--- config.mk ---
export PLATFORM = sky130hd
export DESIGN_NAME = axis_s
export DESIGN_NICKNAME = d
export VERILOG_FILES = /design/src/rtl/axis_s.sv
export SDC_FILE = /design/constraint.sdc
export NUM_CORES = 1
export LEC_CHECK = 0
export CAP_MARGIN = 20
export CORE_ASPECT_RATIO = 0.5
export CORE_UTILIZATION = 30
export CTS_BUF_LIST = sky130_fd_sc_hd__clkbuf_4 sky130_fd_sc_hd__clkbuf_8
export CTS_CLUSTER_DIAMETER = 50
export CTS_CLUSTER_SIZE = 20
export DETAILED_ROUTE_END_ITERATION = 10
export GPL_ROUTABILITY_DRIVEN = 0
export HOLD_SLACK_MARGIN = 0.06
export PLACE_DENSITY = 0.52
export SETUP_SLACK_MARGIN = 0.3
export SYNTH_ARGS = -nofsm -noshare
export SYNTH_HDL_FRONTEND = slang
export SYNTH_SLANG_ARGS = --single-unit
--- constraint.sdc ---
create_clock -name aclk -period 5.2 [get_ports aclk]
set_clock_uncertainty 0.15 [all_clocks]
set_input_delay 1.04 -clock aclk [delete_from_list [all_inputs] [get_ports aclk]]
set_output_delay 1.04 -clock aclk [all_outputs]
set_load 0.05 [all_outputs]
--- src/rtl/axis_s.sv ---
// ---------------------------------------------------------------------------
// axis_s : AXI-Stream slave receiver with a first-word-fall-through buffer.
//
// Beats arriving on tvalid/tready/tdata/tlast are stored in a DEPTH-entry
// FIFO and presented to the user through rd_valid/rd_data/rd_last with a
// rd_en pop strobe. tready is registered and reflects buffer space only, so
// an accepted beat always has a slot and nothing is ever dropped.
//
// Optional feature macro: AXIS_S_STATUS_EN
//   defined   : beat_cnt / pkt_cnt count accepted beats / tlast beats.
//   undefined : both counters are constant zero and no registers are built.
// ---------------------------------------------------------------------------
module axis_s #(
    parameter int DATA_WIDTH = 32,
    parameter int DEPTH      = 4,
    parameter int CNT_WIDTH  = 16
) (
    input  logic                    aclk,
    input  logic                    areset_n,
    // AXI-Stream receive channel
    input  logic                    tvalid,
    output logic                    tready,
    input  logic [DATA_WIDTH-1:0]   tdata,
    input  logic                    tlast,
    // User-side read interface
    output logic                    rd_valid,
    output logic [DATA_WIDTH-1:0]   rd_data,
    output logic                    rd_last,
    input  logic                    rd_en,
    // Status
    output logic [$clog2(DEPTH):0]  level,
    output logic                    done,
    output logic [CNT_WIDTH-1:0]    beat_cnt,
    output logic [CNT_WIDTH-1:0]    pkt_cnt
);

    localparam int PTR_W = $clog2(DEPTH);
    localparam int LVL_W = PTR_W + 1;
    localparam int ENT_W = DATA_WIDTH + 1;

    // Level value meaning "no free slot"; full/empty come from the level,
    // never from comparing pointers, so the pointers can wrap freely.
    localparam logic [LVL_W-1:0] FULL_LVL = LVL_W'(DEPTH);
    localparam logic [LVL_W-1:0] ZERO_LVL = {LVL_W{1'b0}};

    // -----------------------------------------------------------------------
    // State
    // -----------------------------------------------------------------------
    logic [ENT_W-1:0] mem_q [DEPTH];    // {tlast, tdata}; contents not reset

    logic [PTR_W-1:0] wptr_q,  wptr_d;
    logic [PTR_W-1:0] rptr_q,  rptr_d;
    logic [LVL_W-1:0] level_q, level_d;
    logic             tready_q, tready_d;
    logic             done_q,   done_d;

    logic             push_s;
    logic             pop_s;
    logic             rd_valid_s;
    logic [ENT_W-1:0] head_s;

    // -----------------------------------------------------------------------
    // Handshake qualification
    // -----------------------------------------------------------------------
    // A pop on an empty buffer is meaningless and must not move anything, so
    // rd_en is qualified with the non-empty flag derived from the level.
    assign rd_valid_s = (level_q != ZERO_LVL);
    assign push_s     = tvalid & tready_q;
    assign pop_s      = rd_en & rd_valid_s;
    assign head_s     = mem_q[rptr_q];

    // -----------------------------------------------------------------------
    // Next-state logic
    // -----------------------------------------------------------------------
    // Compute pointer, level, tready and done next values from push/pop.
    always_comb begin
        wptr_d   = wptr_q;
        rptr_d   = rptr_q;
        level_d  = level_q;
        tready_d = 1'b0;
        done_d   = 1'b0;

        if (push_s) begin
            wptr_d = wptr_q + PTR_W'(1);
        end else begin
            wptr_d = wptr_q;
        end

        if (pop_s) begin
            rptr_d = rptr_q + PTR_W'(1);
        end else begin
            rptr_d = rptr_q;
        end

        case ({push_s, pop_s})
            2'b10:   level_d = level_q + LVL_W'(1);
            2'b01:   level_d = level_q - LVL_W'(1);
            default: level_d = level_q;   // idle, or push and pop cancel
        endcase

        // tready looks only at occupancy, never at tvalid, so the sender
        // sees a stable ready that cannot combinationally depend on it.
        tready_d = (level_d != FULL_LVL);
        done_d   = push_s & tlast;
    end

    // -----------------------------------------------------------------------
    // Control registers
    // -----------------------------------------------------------------------
    // Pointers, level, tready and done with asynchronous reset.
    always_ff @(posedge aclk or negedge areset_n) begin
        if (!areset_n) begin
            wptr_q   <= {PTR_W{1'b0}};
            rptr_q   <= {PTR_W{1'b0}};
            level_q  <= ZERO_LVL;
            tready_q <= 1'b0;
            done_q   <= 1'b0;
        end else begin
            wptr_q   <= wptr_d;
            rptr_q   <= rptr_d;
            level_q  <= level_d;
            tready_q <= tready_d;
            done_q   <= done_d;
        end
    end

    // -----------------------------------------------------------------------
    // Storage array
    // -----------------------------------------------------------------------
    // Write the accepted beat into the slot at the write pointer.
    always_ff @(posedge aclk) begin
        if (push_s) begin
            mem_q[wptr_q] <= {tlast, tdata};
        end
    end

    // -----------------------------------------------------------------------
    // Status counters
    // -----------------------------------------------------------------------
`ifdef AXIS_S_STATUS_EN
    logic [CNT_WIDTH-1:0] beat_cnt_q, beat_cnt_d;
    logic [CNT_WIDTH-1:0] pkt_cnt_q,  pkt_cnt_d;

    // Count accepted beats and accepted tlast beats; both wrap naturally.
    always_comb begin
        beat_cnt_d = beat_cnt_q;
        pkt_cnt_d  = pkt_cnt_q;
        if (push_s) begin
            beat_cnt_d = beat_cnt_q + CNT_WIDTH'(1);
        end else begin
            beat_cnt_d = beat_cnt_q;
        end
        if (push_s && tlast) begin
            pkt_cnt_d = pkt_cnt_q + CNT_WIDTH'(1);
        end else begin
            pkt_cnt_d = pkt_cnt_q;
        end
    end

    // Counter registers, cleared by the asynchronous reset.
    always_ff @(posedge aclk or negedge areset_n) begin
        if (!areset_n) begin
            beat_cnt_q <= {CNT_WIDTH{1'b0}};
            pkt_cnt_q  <= {CNT_WIDTH{1'b0}};
        end else begin
            beat_cnt_q <= beat_cnt_d;
            pkt_cnt_q  <= pkt_cnt_d;
        end
    end

    assign beat_cnt = beat_cnt_q;
    assign pkt_cnt  = pkt_cnt_q;
`else
    assign beat_cnt = {CNT_WIDTH{1'b0}};
    assign pkt_cnt  = {CNT_WIDTH{1'b0}};
`endif

    // -----------------------------------------------------------------------
    // Outputs
    // -----------------------------------------------------------------------
    // Head entry is only shown while something is stored; stale array
    // contents never leak out because visibility follows the level.
    always_comb begin
        rd_data = {DATA_WIDTH{1'b0}};
        rd_last = 1'b0;
        if (rd_valid_s) begin
            rd_data = head_s[DATA_WIDTH-1:0];
            rd_last = head_s[DATA_WIDTH];
        end else begin
            rd_data = {DATA_WIDTH{1'b0}};
            rd_last = 1'b0;
        end
    end

    assign rd_valid = rd_valid_s;
    assign tready   = tready_q;
    assign level    = level_q;
    assign done     = done_q;

endmodule

==> After elaboration in Yosys (flattened, before gate mapping) <==
Memories as Yosys holds them, arrays and structs flattened.
Cells that the tools add are included.
{ "totals": {"ff_bits": 9, "output_inout_bits": 71, "ram_bits": 132, "inputBits": 37, "word_cells": 22, "mem_count": 1} }
{ "memory_table": {"columns": ["name", "depth", "word_bits", "rd", "rd_clocked_by_memory_dff", "wr", "line_no", "rtl"], "rows": [
  ["mem_q", 4, 33, 1, 0, 1, "49", "logic [ENT_W-1:0] mem_q [DEPTH];"]
]} }
{ "classes": {"n_reduce_logical": 1, "bitwise": 3, "mux": 5, "n_eq_ne": 3, "add_sub_neg": 4} }
{ "ops": {"columns": ["operator", "count"], "rows": [
  ["$mux W32", 1],
  ["$pmux W3 S2", 1],
  ["$add A2 B1 Y2 const B", 2],
  ["$add A3 B1 Y3 const B", 1],
  ["$and A1 B1 Y1", 3],
  ["$mux W1", 3],
  ["$ne A3 B3 Y1 const B", 1],
  ["$reduce_bool A3 Y1", 1],
  ["$sub A3 B1 Y3 const B", 1],
  ["$eq A2 B1 Y1 const B", 1],
  ["$eq A2 B2 Y1 const B", 1]
]} }

==> Longest topological paths before layout <==
{ "depth": {"word_depth": 5, "mapped_depth": 9, "ltp_nobuf": 8} }

==> Least setup slack after synthesis <==
No wires, ideal clock.
{ "synth_path": {"path_type": "reg2out", "startpoint": "register level_q[0] (netlist: level[0])", "endpoint": "output rd_data[22]", "arrival_time_ns": 2.143, "stages_incl_launch_ff": 5, "path_slack_ns": 1.867, "required_ns": 4.010, "path_buffers": 2, "cell_sequence": "dfrtp_1 or3_1 clkbuf_1 clkbuf_1 and2_1"} }
{ "synth_between": {"elab_chain_len": 2} }
{ "synth_lines": {"columns": ["element", "line_no", "rtl"], "rows": [
  ["from (decl)", "53", "logic [LVL_W-1:0] level_q, level_d;"],
  ["from (signal assigned)", "121", "level_q <= level_d;"],
  ["$reduce_bool A3 Y1", "67", "assign rd_valid_s = (level_q != ZERO_LVL);"],
  ["net rd_valid", "26", "output logic rd_valid,"],
  ["$mux W32", "186", "if (rd_valid_s) begin"],
  ["to (decl)", "27", "output logic [DATA_WIDTH-1:0] rd_data,"]
]} }
The timed path passes the listed nets, and every way through them passes these cells.

==> Worst setup path after layout <==
{ "layout_path": {"startpoint": "register rptr_q[0]", "endpoint": "output rd_data[2]"} }
{ "layout_between": {"elab_chain_len": 2} }
{ "layout_lines": {"columns": ["element", "line_no", "rtl"], "rows": [
  ["from (decl)", "52", "logic [PTR_W-1:0] rptr_q, rptr_d;"],
  ["from (signal assigned)", "114", "rptr_q <= {PTR_W{1'b0}};"],
  ["from (signal assigned)", "120", "rptr_q <= rptr_d;"],
  ["$mem_v2 Z4 W33", null, null],
  ["$mux W32", "186", null]
]} }
Every way passes these cells.

==> impl_metrics.csv <==
group,metric,value,unit
status,status,"finished clean",
drt,drtAntennaViolNets,0,
sta,hold_viol_final,0,
sta,post-route-period-util,77.3,%
drt,drt-wirelength-per-cell,16.1,microns
cells_and_area,n_antenna_cell,0,
pwr,max-vdd-ir-drop,0.303,mV
placed_design,dp_hpwl,5.89,mm
drt,drt_iter0_drc,125,
worst_setup_path,crit_arrival,2830,ps
yosys,synthTopCellsByCount,"edfxtp_1, and2_1, buf_4",
pwr,power,4.82,mW
cells_and_area,num-nets-final,409,
worst_setup_path,worst_ep_required_time,4010,ps
worst_setup_path,reg2reg_from,"level[0]$_DFF_PN0_",
clock_network,htree_num_levels,4,
drt,via_per_inst,4.11,
sta,holdWs,395,ps
hold_path,hold_path_end,"wptr_q[0]$_DFFE_PN0P_",
yosys,synth_seq_area_share,72.9,%
global_route,overflow,0,
sta,rsz0062_at_grt,"false",
yosys,synth_seq_cells,141,
drt,drc,0,
yosys,ys_types,24,
global_route,grt_max_degree,37,
clock_network,cts_buffers,17,
floorplan,core_area,0.0186,sq mm
worst_setup_path,path_cells,"buf_12, mux4_1, and2_1, clkdlybuf4s50_1",
worst_setup_path,worst-setup-path-type,"flop to primary output",
cells_and_area,drive_above_1_share,17.7,%
cells_and_area,area_delta_synth_final,24.0,%
sta,maxSlewViolCount,0,
sta,finalSetupViolCount,0,
worst_setup_path,critical_path.startpoint_type,"flop",
sta,relSlewSlack,36.8,%
yosys,async_reset_ff_share,6.38,%
sta,max_freq,249,MHz
drt,dr.pass1.iters,4,
floorplan,top_level_ports,108,
clock_network,clkTransAtPathRegs,80,ps
yosys,netlist_instances,283,
drt,routed_wl,10.3,mm
yosys,synth_xor_area_share,0.762,%
run,cap_violations,0,
pwr,power_density,676,mW/mm^2
clock_network,post_cts_buffers,0,
pwr,p_leak,2.42,nW
sta,worstMarginPinSlew,948,ps
sta,final.min_clock_period,4020,ps
clock_network,cts.sink_count,141,
yosys,muxShareOfSynthArea,13.6,%
worst_setup_path,crit_fanout,23,
worst_setup_path,reg2reg_to,"tready$_DFF_PN0_",
worst_setup_path,reg2reg_depth,9,
global_route,grt_pass1_wl,15.8,mm
hold_path,min-delay-start,"wptr_q[0]$_DFFE_PN0P_",
yosys,yosys.area_share.simple,4.68,%
placed_design,port_buffers,75,
hold_path,worstHoldPathCells,1,
clock_network,clockBufferDepth,2,
clock_network,tritoncts,"yes",
yosys,synth_top_family_by_area,"multiplexers",
sta,setup_tns,0,ps
yosys,synth_top_cell_area_share,68.9,%
global_route,grt_pass1_vias,2803,
global_route,grt_use_total,11.1,%
yosys,synth_most_common_cell,"edfxtp_1",
clock_network,post_cts_resized,0,
drt,vias,2616,
yosys,yosys.area.top_type,"edfxtp_1",
clock_network,clk_latency,430,ps
floorplan,dieHeight,99.9,microns
yosys,synth_compound_area_share,0.239,%
worst_setup_path,slowest_stage,"clkdlybuf4s50_1",
yosys,netlist_top_cells_area,"edfxtp_1, mux4_2, buf_4",
global_route,antenna_found_initial,0,
worst_setup_path,endpoint_kind,"primary output",
placed_design,placed_area,0.00663,sq mm
floorplan,die-area,0.0198,sq mm
yosys,syn_area,0.00575,sq mm
hold_path,hold_path_class,"flop to flop",
yosys,synth_ff_type,"edfxtp_1",
clock_network,cts_hold_buf,0,
worst_setup_path,cpLargestDelayFamily,"buffers and inverters",
yosys,yosys.area_share.adder,1.44,%
worst_setup_path,rrSetupSlack,2380,ps
floorplan,die_x,198,microns
worst_setup_path,max_stage_delay,690,ps
clock_network,cts_root_buf,"clkbuf_8",
yosys,synth.avg_cell_area,20.3,sq um
worst_setup_path,path_buf_inv,2,
worst_setup_path,cp-startpoint,"rptr_q[0]$_DFFE_PN0P_",
floorplan,num_rows,35,
yosys,ys_warn_count,0,
cells_and_area,final_area,0.00713,sq mm
yosys,synth_edf_count,132,
floorplan,initial_utilization,31.0,%
-- flip-flops by register name, indices dropped and copies added, names as in the netlist --
register	cells
wptr_q	2
rptr_q	2
level	3
done	1
tready	1
mem_q	132
-- layout by cell type (no fill, tap or decap), types with 2 or more instances in the layout --
cell             instances
and2_1                  34
inv_1                    5
or3_1                    2
xor2_1                   2
and3_2                   4
clkinv_4                 5
conb_1                  32
clkdlybuf4s50_1         75
dfrtp_1                  7
dfrtp_2                  2
mux4_2                  28
nand2_1                  2
clkbuf_8                17
bufinv_16                7
edfxtp_1               132
mux4_1                   5
ha_1                     5
xnor2_1                  3
-- how the worst max path moves through the flow --
| stage | to | cells past startpoint |
|---|---|---|
| floorplan | rd_data[22] | 4 |
| global placement | rd_data[2] | 4 |
| detailed placement | rd_data[2] | 4 |
| CTS | rd_data[2] | 4 |
| global route | rd_data[0] | 4 |
| finish | rd_data[2] | 4 |
-- metal layers --
layer,vias up,GRT usage (%),routed length [microns]
li1,1200,-,-
met1,1346,13.8,4540
met2,60,18.1,5140
met3,10,3.80,467
met4,0,4.11,114
met5,-,0,0
-- power breakdown --
group,total [mW],switching (mW),internal (mW),leakage (nW)
combinational,2.10,1.29,0.805,0.859
clock,1.09,0.422,0.669,0.248
sequential,1.63,0.143,1.49,1.31
-- layout make-up --
cell class                      count  area, sq um
Inverter                            5         18.8
Sequential cell                   141         4190
Timing Repair Buffer               77          778
Fill cell                        1710        11400
Tap cell                          259          324
Multi-Input combinational cell    124         1320
Clock buffer                       17          234
Clock inverter                     14          267
-- metrics by stage --
step,utilization (%),instances,setup WS [ps]
after detailed placement,35.7,606,1610
final,38.4,637,1180
after floorplan,-,314,1870
after global placement,35.7,606,1610
after global routing,38.4,637,1020
after CTS,38.4,637,1120
-- cell families after synthesis --
group	after synthesis
mux	35
compound gates	2
other cells	1
flops	141
fa+ha+maj	6
buf+inv	49
xor+xnor	5
simple gates	44
No activity file was read; power rests on OpenSTA's default activity.
